$ cat src/rtl/lcd_pkg.sv
// Shared types and constants for the LCD test-pattern generator.
// Latency: n/a (declarations only). Backpressure: n/a.
package lcd_pkg;

    typedef logic [15:0] rgb565_t;

    typedef enum logic [1:0] {
        PAT_SOLID = 2'd0,
        PAT_CHECK = 2'd1,
        PAT_BARS  = 2'd2,
        PAT_GRAD  = 2'd3
    } pat_mode_t;

    localparam rgb565_t RGB_BLACK = 16'h0000;
    localparam rgb565_t RGB_WHITE = 16'hFFFF;

    // Bar index bits map straight onto saturated R, G, B channels.
    function automatic rgb565_t bar_color(input logic [2:0] idx);
        return {{5{idx[2]}}, {6{idx[1]}}, {5{idx[0]}}};
    endfunction

endpackage

$ cat src/rtl/lcd_pattern_gen_if.sv
// Pixel-coordinate / colour bundle between the st7735 driver and the pattern generator.
// Latency: n/a (wires only). Backpressure: none, the driver paces pixels.
interface lcd_pattern_gen_if #(
    parameter int X_W   = 8,
    parameter int Y_W   = 7,
    parameter int DIV_W = 4
);
    logic [X_W-1:0]   x;
    logic [Y_W-1:0]   y;
    logic [1:0]       mode;
    logic             scroll_en;
    logic [DIV_W-1:0] speed;
    logic [15:0]      color;
    logic             frame_tick;
    logic             x_edge;
    logic             y_edge;

    modport master (
        output x, y, mode, scroll_en, speed,
        input  color, frame_tick, x_edge, y_edge
    );

    modport slave (
        input  x, y, mode, scroll_en, speed,
        output color, frame_tick, x_edge, y_edge
    );
endinterface

$ cat src/rtl/lcd_frame_ctl.sv
// Frame-start detection, per-frame mode latch and scroll divider/offset.
// Latency: frame_tick one cycle after registered (0,0). Backpressure: none.
module lcd_frame_ctl
    import lcd_pkg::*;
#(
    parameter int X_W   = 8,
    parameter int Y_W   = 7,
    parameter int DIV_W = 4
) (
    input  logic             clk,
    input  logic             rst_n,
    input  logic [X_W-1:0]   x_q,
    input  logic [Y_W-1:0]   y_q,
    input  pat_mode_t        mode_in,
    input  logic             scroll_en,
    input  logic [DIV_W-1:0] speed,
    output logic             frame_tick,
    output pat_mode_t        mode_eff,
    output logic [X_W-1:0]   offset_eff
);
    localparam logic [X_W-1:0]   ONE_X = X_W'(1);
    localparam logic [DIV_W-1:0] ONE_D = DIV_W'(1);

    logic             zero_now;
    logic             zero_prev;
    logic             start;
    pat_mode_t        mode_q;
    logic [DIV_W-1:0] div_cnt;
    logic [DIV_W-1:0] div_nxt;
    logic [X_W-1:0]   offset_q;
    logic [X_W-1:0]   offset_nxt;

    assign zero_now = (x_q == '0) && (y_q == '0);
    assign start    = zero_now && !zero_prev;

    // A speed lowered below div_cnt lets the counter run through the wrap and match later.
    always_comb begin
        div_nxt    = div_cnt;
        offset_nxt = offset_q;
        if (start) begin
            if (div_cnt == speed) begin
                div_nxt = '0;
                if (scroll_en) begin
                    offset_nxt = offset_q + ONE_X;
                end
            end else begin
                div_nxt = div_cnt + ONE_D;
            end
        end
    end

    // Pixel (0,0) is coloured on the same edge that updates mode/offset, so forward the new values.
    assign mode_eff   = start ? mode_in : mode_q;
    assign offset_eff = offset_nxt;

    always_ff @(posedge clk or negedge rst_n) begin
        if (!rst_n) begin
            zero_prev  <= 1'b0;
            frame_tick <= 1'b0;
            mode_q     <= PAT_SOLID;
            div_cnt    <= '0;
            offset_q   <= '0;
        end else begin
            zero_prev  <= zero_now;
            frame_tick <= start;
            if (start) begin
                mode_q <= mode_in;
            end
            div_cnt    <= div_nxt;
            offset_q   <= offset_nxt;
        end
    end

endmodule

$ cat src/rtl/lcd_pattern_gen.sv
// Test-pattern generator: maps driver x/y to an RGB565 colour in one of four modes, with scroll.
// Latency: 2 cycles x/y -> color/edges. Backpressure: none, the driver holds each pixel.
module lcd_pattern_gen
    import lcd_pkg::*;
#(
    parameter int      X_W       = 8,
    parameter int      Y_W       = 7,
    parameter int      H_PIX     = 160,
    parameter int      V_PIX     = 80,
    parameter int      CELL_LOG2 = 3,
    parameter int      DIV_W     = 4,
    parameter rgb565_t COLOR_A   = 16'h07E0,
    parameter rgb565_t COLOR_B   = 16'hF81F
) (
    input  logic             clk,
    input  logic             rst_n,
    lcd_pattern_gen_if.slave bus
);
    localparam logic [X_W:0]   H_LIM  = (X_W+1)'(H_PIX);
    localparam logic [Y_W:0]   V_LIM  = (Y_W+1)'(V_PIX);
    localparam logic [X_W-1:0] H_LAST = X_W'(H_PIX - 1);
    localparam logic [Y_W-1:0] V_LAST = Y_W'(V_PIX - 1);

    logic [X_W-1:0] x_q;
    logic [Y_W-1:0] y_q;
    pat_mode_t      mode_eff;
    logic [X_W-1:0] offset_eff;
    logic [X_W-1:0] xs;
    logic [5:0]     g6;
    logic           in_view;
    rgb565_t        color_d;

    // All-ones reset makes the first (0,0) after reset look like a fresh frame start.
    always_ff @(posedge clk or negedge rst_n) begin
        if (!rst_n) begin
            x_q <= '1;
            y_q <= '1;
        end else begin
            x_q <= bus.x;
            y_q <= bus.y;
        end
    end

    lcd_frame_ctl #(
        .X_W   (X_W),
        .Y_W   (Y_W),
        .DIV_W (DIV_W)
    ) u_frame_ctl (
        .clk        (clk),
        .rst_n      (rst_n),
        .x_q        (x_q),
        .y_q        (y_q),
        .mode_in    (pat_mode_t'(bus.mode)),
        .scroll_en  (bus.scroll_en),
        .speed      (bus.speed),
        .frame_tick (bus.frame_tick),
        .mode_eff   (mode_eff),
        .offset_eff (offset_eff)
    );

    assign xs      = x_q + offset_eff;
    assign in_view = ({1'b0, x_q} < H_LIM) && ({1'b0, y_q} < V_LIM);

    generate
        if (Y_W >= 6) begin : g_grad_wide
            assign g6 = y_q[Y_W-1:Y_W-6];
        end else begin : g_grad_narrow
            assign g6 = {{(6-Y_W){1'b0}}, y_q};
        end
    endgenerate

    always_comb begin
        color_d = RGB_BLACK;
        if (in_view) begin
            case (mode_eff)
                PAT_SOLID: color_d = COLOR_A;
                PAT_CHECK: color_d = (xs[CELL_LOG2] ^ y_q[CELL_LOG2]) ? COLOR_A : COLOR_B;
                PAT_BARS:  color_d = bar_color(xs[X_W-1:X_W-3]);
                PAT_GRAD:  color_d = {xs[X_W-1:X_W-5], g6, 5'b00000};
                default:   color_d = RGB_BLACK;
            endcase
        end
    end

    always_ff @(posedge clk or negedge rst_n) begin
        if (!rst_n) begin
            bus.color  <= RGB_BLACK;
            bus.x_edge <= 1'b0;
            bus.y_edge <= 1'b0;
        end else begin
            bus.color  <= color_d;
            bus.x_edge <= (x_q == H_LAST);
            bus.y_edge <= (y_q == V_LAST);
        end
    end

endmodule

$ cat src/flat_wrapper.sv
// flat-port wrapper written by rule: the top's interface ports become plain ports
module lcd_pattern_gen_flat import lcd_pkg::*;
#(
    parameter int      X_W       = 8,
    parameter int      Y_W       = 7,
    parameter int      H_PIX     = 160,
    parameter int      V_PIX     = 80,
    parameter int      CELL_LOG2 = 3,
    parameter int      DIV_W     = 4,
    parameter rgb565_t COLOR_A   = 16'h07E0,
    parameter rgb565_t COLOR_B   = 16'hF81F
)
  (clk, rst_n, bus_x, bus_y, bus_mode, bus_scroll_en, bus_speed, bus_color, bus_frame_tick, bus_x_edge, bus_y_edge);
  lcd_pattern_gen_if #(.X_W(X_W), .Y_W(Y_W), .DIV_W(DIV_W)) bus_i ();
  input  logic clk;
  input  logic rst_n;
  input wire logic [$bits(bus_i.x)-1:0] bus_x;
  input wire logic [$bits(bus_i.y)-1:0] bus_y;
  input wire logic [$bits(bus_i.mode)-1:0] bus_mode;
  input wire logic [$bits(bus_i.scroll_en)-1:0] bus_scroll_en;
  input wire logic [$bits(bus_i.speed)-1:0] bus_speed;
  output wire logic [$bits(bus_i.color)-1:0] bus_color;
  output wire logic [$bits(bus_i.frame_tick)-1:0] bus_frame_tick;
  output wire logic [$bits(bus_i.x_edge)-1:0] bus_x_edge;
  output wire logic [$bits(bus_i.y_edge)-1:0] bus_y_edge;
  assign bus_i.x = bus_x;
  assign bus_i.y = bus_y;
  assign bus_i.mode = bus_mode;
  assign bus_i.scroll_en = bus_scroll_en;
  assign bus_i.speed = bus_speed;
  assign bus_color = bus_i.color;
  assign bus_frame_tick = bus_i.frame_tick;
  assign bus_x_edge = bus_i.x_edge;
  assign bus_y_edge = bus_i.y_edge;
  lcd_pattern_gen #(.X_W(X_W), .Y_W(Y_W), .H_PIX(H_PIX), .V_PIX(V_PIX), .CELL_LOG2(CELL_LOG2), .DIV_W(DIV_W), .COLOR_A(COLOR_A), .COLOR_B(COLOR_B)) u_core (.clk(clk), .rst_n(rst_n), .bus(bus_i));
endmodule
$ cat config.mk
export PLATFORM = sky130hd
export DESIGN_NAME = lcd_pattern_gen_flat
export DESIGN_NICKNAME = d
export VERILOG_FILES = /design/src/rtl/lcd_pkg.sv /design/src/rtl/lcd_pattern_gen_if.sv /design/src/rtl/lcd_frame_ctl.sv /design/src/rtl/lcd_pattern_gen.sv /design/src/flat_wrapper.sv
export SDC_FILE = /design/constraint.sdc
export NUM_CORES = 1
export LEC_CHECK = 0
export BUFFER_PORTS_ARGS = -buffer_cell sky130_fd_sc_hd__clkbuf_2
export CAP_MARGIN = 20
export CORE_MARGIN = 2
export CORE_UTILIZATION = 25
export DETAILED_ROUTE_END_ITERATION = 10
export PLACE_DENSITY = 0.41
export SYNTH_ARGS = -nofsm -noshare
export SYNTH_HDL_FRONTEND = slang
export SYNTH_HIERARCHICAL = 1
export SYNTH_SLANG_ARGS = --single-unit
$ cat constraint.sdc
create_clock -name clk -period 7.28 [get_ports clk]
set_input_delay 2.184 -clock clk [delete_from_list [all_inputs] [get_ports clk]]
set_output_delay 2.184 -clock clk [all_outputs]
set_load 0.01 [all_outputs]
==> run_results.csv, run 1 <==
group,metric,value,unit
critical_path,crit_chain,"clkbuf_2, xnor2_1, nand4_1, nor3_2, mux2_1, ha_1, nand4_2, and3b_1, o21ai_0, nor4b_4, nand2b_4, a31oi_1",
yosys,yosysWarnings,6,
yosys,synthesis.nets,221,
cells_and_area,multi_input_area,988,sq um
timing,setup_viol,0,
floorplanning,io-pin-count,43,
yosys,yosysSeqAreaShare,51.2,%
timing,fin_skew,0.00794,ns
placed_design,dp_slack,2.05,ns
cells_and_area,fin_nets,262,
clock_tree,htreeDepth,2,
critical_path,critPathMaxStageDelay,0.51,ns
yosys,yosysTopAreaCellShare,33.6,%
yosys,synth_area_leaders,"dfrtp_1 (34%), dfstp_2 (18%), ha_1 (4.5%)",
timing,hold_violations,0,
critical_path,timing.critical_path.fanout_max,11,
clock_tree,cts_root_buf,"clkbuf_8",
cells_and_area,layout.cells.non_filler,339,
clock_tree,numCtsBuffers,5,
timing,hold_slack,0.488,ns
clock_tree,clkLatencyLatePin,0.29,ns
power,max-vdd-ir-drop,69.0,uV
global_routing,grt_use_total,9.91,%
run_status,status,"completed",
yosys,syn_inst,189,
drt,route.vias.total,1521,
drt,routed_wl,4.49,mm
timing,drv_slew,0,
cells_and_area,final-seq-area,1140,sq um
drt,first_pass_iters,4,
timing,fmax,203,MHz
critical_path,arrival,5.08,ns
clock_tree,path_clk_slew,0.08,ns
timing,relSlewSlack,59.4,%
power,p_per_area,190,nW/um^2
cells_and_area,fill_cells,911,
drt,drtIter0Drc,117,
critical_path,slowest_stage,"nand4_1",
timing,fin_tns_setup,0,ns
yosys,post-synth-top-area-cell,"dfrtp_1",
timing,rsz0062_at_grt,"no",
global_routing,grt_max_degree,46,
yosys,synth_cell_type_count,46,
floorplanning,die-area,9720,sq um
global_routing,grt_pass1_wl,7.80,mm
floorplanning,core,8680,sq um
placed_design,gp_congestion,0.700,
placed_design,placed_cell_area,2530,sq um
critical_path,required,7.43,ns
yosys,avgSynthCellArea,11.8,sq um
cells_and_area,layout_commonest_cell,"clkbuf_2",
critical_path,cp-start-kind,"primary input",
timing,fin_crit_sh,67.8,%
min_path,min_path_type,"flop to flop",
yosys,syn_area,2240,sq um
clock_tree,clock_sinks,45,
power,p_leak,1.21,nW
drt,wire_per_inst,13.3,um
cells_and_area,fin_util,30.3,%
floorplanning,start_util,25.8,%
timing,post-route-worst-setup-slack,2.35,ns
cells_and_area,drive_gt1_share,38.5,%
critical_path,cp-end-kind,"flop",
placed_design,numPortBuffers,42,
placed_design,dp_hpwl,3.30,mm
clock_tree,postCtsHoldBufs,0,
clock_tree,cts_tree,"done",
critical_path,worst-setup-path-type,"primary input to flop",
drt,viasPerCell,4.49,
clock_tree,cts-resized-gates,0,
critical_path,critPathBufInv,1,
global_routing,antenna_found_initial,0,
global_routing,gr-total-overflow,0,
timing,fin_crit,4.93,ns
clock_tree,post_cts.repair.setup_buffers,0,
clock_tree,ctsLongestPathBuffers,2,
timing,tightestPinTransition,0.607,ns
drt,drtAntennaViolNets,0,
floorplanning,die_x,98.6,um
placed_design,place_inst,331,
power,power,0.499,mW
cells_and_area,final_cell_mix,"clkbuf_2 (42), dfrtp_1 (30), dfstp_2 (15), nand2_1 (14), inv_1 (11)",
cells_and_area,area_growth,17.6,%
global_routing,grt_pass1_vias,1593,
floorplanning,die_h,98.6,um
cells_and_area,num_antenna_cells,0,
critical_path,cp_top_family,"simple AND/OR/NAND/NOR gates",
floorplanning,rows,34,
drt,drc_errors,0,
cells_and_area,final_cell_area,2630,sq um
yosys,ys_ff_latch,45,
run,cap_violations,0,
[power by group]
| part | internal (mW) | total [mW] | switching [mW] |
|---|---|---|---|
| clock | 0.0859 | 0.170 | 0.0839 |
| sequential | 0.264 | 0.274 | 0.00969 |
| combinational | 0.0232 | 0.0550 | 0.0318 |
[path summary, 6_finish.rpt]
path | from | end | slack (ns) | depth (start not counted)
max | bus_speed[2] | u_core/bus.color[5] | 2.35 | 12
min | u_core/u_frame_ctl/offset_q[7] | u_core/u_frame_ctl/offset_q[7] | 0.49 | 1
max reg2reg | u_core/u_frame_ctl/div_cnt[0] | u_core/bus.color[5] | 3.87 | 11
min reg2reg | u_core/u_frame_ctl/offset_q[7] | u_core/u_frame_ctl/offset_q[7] | 0.49 | 1
max in group asynchronous | rst_n | u_core/y_q[5] | 4.94 | 2
min in group asynchronous | rst_n | u_core/u_frame_ctl/zero_prev | 1.97 | 2
[metal layers]
metal	wire length, um	share of wire, %	vias up	GRT usage [%]
met5	0	0	-	0
met4	69	1.5	0	3.48
met3	177	3.9	8	2.27
met2	2040	45	36	15.2
met1	2210	49	724	13.8
li1	-	-	753	-
[Yosys cell counts, drive strengths merged]
cell     instances
a31oi            7
nor4b            1
and3b            1
o311ai           1
nand2b           4
buf              9
a21oi           12
nor2b            1
nor4             9
dfstp           15
nand4            7
nor3             7
nand2           14
dfrtp           30
and4             1
nand3b           1
a41oi            1
o21ai            7
o21bai           1
a21boi           2
o2111ai          1
a221oi           1
mux2             3
nor3b            1
xnor2            9
or4              1
ha               8
xor2             6
o22ai            2
nand3            9
inv             11
nor2             6
[sequential cells by signal (all words and copies together) (netlist names)]
register                       flops
u_core/bus.y_edge                  1
u_core/bus.color                  12
u_core/u_frame_ctl/offset_q        8
u_core/u_frame_ctl/zero_prev       1
u_core/x_q                         8
u_core/u_frame_ctl/mode_q          2
u_core/u_frame_ctl/div_cnt         4
u_core/bus.x_edge                  1
u_core/u_frame_ctl/frame_tick      1
u_core/y_q                         7
[cells by family after synthesis]
kind of cell             after synthesis  share of synthesized area [%]
buffers and inverters                 20                           4.59
AND/OR/NAND/NOR                       63                           21.5
adder cells (fa/ha/maj)                8                           4.48
XOR/XNOR                              15                           6.21
flip-flops                            45                           51.2
AO/OA/AOI/OAI                         35                           10.5
multiplexers                           3                           1.51
[area by class of cell]
cell class / count / area share, %
clock buffers: 7 / 3.66
clock inverters: 1 / 0.190
inverters: 11 / 1.57
multi-input cells: 124 / 37.6
flip-flops and latches: 45 / 43.6
well taps: 108 / 5.14
repair buffers: 43 / 8.28
Power figures use the tool's default switching activity.
==> inputs of run 2 (changes only) <==
Settings changed: ABC_AREA set to 1, PLACE_DENSITY 0.41 to 0.43.
Clock period 7.28 ns to 4.2 ns, I/O delays scaled along.
==> run_results.csv, run 2 <==
group,metric,value,unit
timing,fmax,309,MHz
critical_path,timing.critical_path.fanout_max,12,
cells_and_area,fin_nets,383,
yosys,ys_ff_latch,45,
timing,fin_crit_sh,77.0,%
drt,wl_met3,192,um
cells_and_area,largestRegisters,"u_core/bus.color: 12 flops, u_core/u_frame_ctl/offset_q: 8 flops, u_core/x_q: 8 flops",
drt,first_pass_iters,4,
floorplanning,start_util,25.9,%
placed_design,placed_cell_area,2740,sq um
power,p_leak,1.59,nW
power,max-vdd-ir-drop,125,uV
timing,relSlewSlack,49.2,%
floorplanning,io-pin-count,43,
floorplanning,core,9280,sq um
drt,routed_wl,5.24,mm
yosys,yosysTopAreaCellShare,31.3,%
timing,hold_violations,0,
yosys,post-synth-top-area-cell,"dfrtp_1",
drt,wl_met1,2.64,mm
cells_and_area,num_antenna_cells,0,
run_status,status,"completed",
yosys,yosysSeqAreaShare,47.7,%
critical_path,arrival,3.37,ns
clock_tree,htreeDepth,2,
cells_and_area,multi_input_area,1000,sq um
placed_design,numPortBuffers,42,
cells_and_area,final_cell_area,2850,sq um
cells_and_area,layout_commonest_cell,"nand2_1",
cells_and_area,max_flop_register,"u_core/bus.color",
critical_path,path_common_cell,"nand2_1",
placed_design,dp_hpwl,4.27,mm
min_path,min_path_type,"flop to flop",
yosys,synthesis.nets,340,
critical_path,cp_top_family,"simple AND/OR/NAND/NOR gates",
yosys,synth_area_leaders,"dfrtp_1 (31%), dfstp_2 (16%), nand2_1 (16%)",
floorplanning,die_x,102,um
global_routing,grt_max_degree,24,
drt,met2_length,2.36,mm
yosys,ys_async_sr_fraction,100,%
yosys,avgSynthCellArea,7.80,sq um
timing,drv_slew,0,
cells_and_area,fill_cells,1042,
drt,drtAntennaViolNets,0,
drt,route.vias.total,1948,
clock_tree,post_cts.repair.setup_buffers,0,
drt,maxUsedRoutingLayer,"met4",
timing,fin_tns_setup,0,ns
cells_and_area,final_cell_mix,"nand2_1 (100), inv_1 (49), clkbuf_2 (42), nand3_1 (31), dfrtp_1 (30)",
global_routing,grt_pass1_vias,1938,
floorplanning,rows,35,
clock_tree,ctsLongestPathBuffers,2,
critical_path,critPathMaxStageDelay,0.30,ns
yosys,synth-main-ff-cell,"dfrtp_1",
clock_tree,cts_root_buf,"clkbuf_8",
yosys,synth_common_cells,"nand2_1 (100), inv_1 (49), nand3_1 (31)",
drt,wire_per_inst,10.9,um
timing,fin_skew,0.00551,ns
global_routing,gr-total-overflow,0,
critical_path,required,4.34,ns
clock_tree,cts_tree,"done",
floorplanning,die-area,10400,sq um
yosys,synth_edf_count,0,
drt,drtIter0Drc,54,
critical_path,crit_chain,"clkbuf_2, inv_1, nand2_1, nand2_1, nor2_1, nand2_2, inv_2, nand2_1, o21ai_0, nand2_1, nand2_1, ha_1, a21oi_2, nand3_1, nand3_2, nand3_2, nand2_1, a21oi_1",
power,p_per_area,309,nW/um^2
global_routing,grt_use_total,11.4,%
yosys,synth_cell_type_count,25,
critical_path,worst-setup-path-type,"primary input to flop",
floorplanning,die_h,102,um
critical_path,cp-end-kind,"flop",
drt,drc_errors,0,
drt,viasPerCell,4.05,
cells_and_area,largest_reg_flops,12,
clock_tree,clock_sinks,45,
clock_tree,numCtsBuffers,5,
global_routing,grt_pass1_wl,9.27,mm
clock_tree,cts-resized-gates,0,
run,cap_violations,0,
critical_path,critPathBufInv,3,
placed_design,place_inst,473,
timing,tightestPinTransition,0.762,ns
timing,rsz0062_at_grt,"no",
clock_tree,path_clk_slew,0.08,ns
clock_tree,clkLatencyLatePin,0.29,ns
timing,hold_slack,0.527,ns
critical_path,cp-start-kind,"primary input",
yosys,synth.most_common_cell,"nand2_1",
yosys,syn_area,2400,sq um
timing,fin_crit,3.23,ns
yosys,yosysWarnings,6,
yosys,syn_inst,308,
cells_and_area,final-seq-area,1140,sq um
critical_path,slowest_stage,"ha_1",
timing,setup_viol,0,
cells_and_area,drive_gt1_share,23.0,%
clock_tree,postCtsHoldBufs,0,
placed_design,gp_congestion,0.873,
global_routing,antenna_found_initial,0,
cells_and_area,area_growth,18.8,%
cells_and_area,layout.cells.non_filler,481,
critical_path,rrSetupSlack,1.30,ns
==> run 2: cell types whose count changed after synthesis, sizes merged, moves of 2 or more <==
cell and delta:
a21boi -2, a31oi -7, buf -2, inv +40
mux2 -3, nand2 +90, nand2b -4, nand3 +26
nand4 -3, nor2 +22, nor3 -6, nor4 -8
xnor2 -8, xor2 -4
==> run 2: per-layer routing <==
metal  vias up  global-route usage, %
met3         2                   2.33
met4         0                   2.46
met1       877                   16.2
li1       1031                      -
met5         -                      0
met2        38                   18.2
==> run 2: area by class of cell <==
type | count | share of cell area, %
clock buffer | 7 | 3.03
clock inverter | 1 | 1.05
inverter | 51 | 6.71
multi-input combinational | 205 | 35.1
sequential | 45 | 40.1
tap | 129 | 5.66
timing repair buffer | 43 | 8.33
==> run 2: where the power goes <==
group / internal (mW) / leakage, nW / switching [mW] / total [mW]
Clock: 0.194 / 0.0585 / 0.146 / 0.340
Combinational: 0.0320 / 0.991 / 0.0473 / 0.0793
Sequential: 0.454 / 0.536 / 0.00963 / 0.463
==> run 2: through the flow <==
stage | power [mW] | utilization (%) | worst slack [ns]
after global routing | 0.936 | 30.7 | 0.668
after detailed placement | 0.553 | 29.5 | 0.627
after CTS | 0.900 | 30.7 | 0.936
after floorplan | 0.511 | - | 1.12
final | 0.882 | 30.7 | 0.967
after global placement | 0.550 | 29.2 | 0.638
==> run 2: cell families after synthesis <==
kind of cell    after synthesis  share of synthesized area, %
xor+xnor                      3                          1.09
fa+ha+maj                     8                          4.17
flops                        45                          47.7
buf+inv                      58                          10.6
compound gates               20                          4.69
simple gates                174                          31.7
==> run 2: worst paths after layout <==
check	start	endpoint	cells past startpoint
worst max-delay path	bus_speed[1]	u_core/bus.color[7]	18
worst min-delay path	u_core/x_q[1]	u_core/bus.x_edge	2
worst max register to register	u_core/x_q[7]	u_core/bus.color[13]	17
worst min register to register	u_core/x_q[1]	u_core/bus.x_edge	2
max in group asynchronous	rst_n	u_core/y_q[5]	2
min in group asynchronous	rst_n	u_core/u_frame_ctl/div_cnt[2]	1
==> run 2: worst reg2reg max path: stages, from the launching register on <==
cell and delay [ns]:
dfstp_2 0.40, nor2_1 0.10, nand2_1 0.05, nor2_1 0.28
nand2_2 0.12, nor2_4 0.29, nand2_1 0.17, o21ai_1 0.14
nand2_1 0.09, ha_1 0.34, nand2_1 0.10, inv_1 0.04
a21oi_1 0.17, nand3_1 0.12, nand3_1 0.15, nand3_1 0.09
nand2_1 0.08, inv_1 0.04
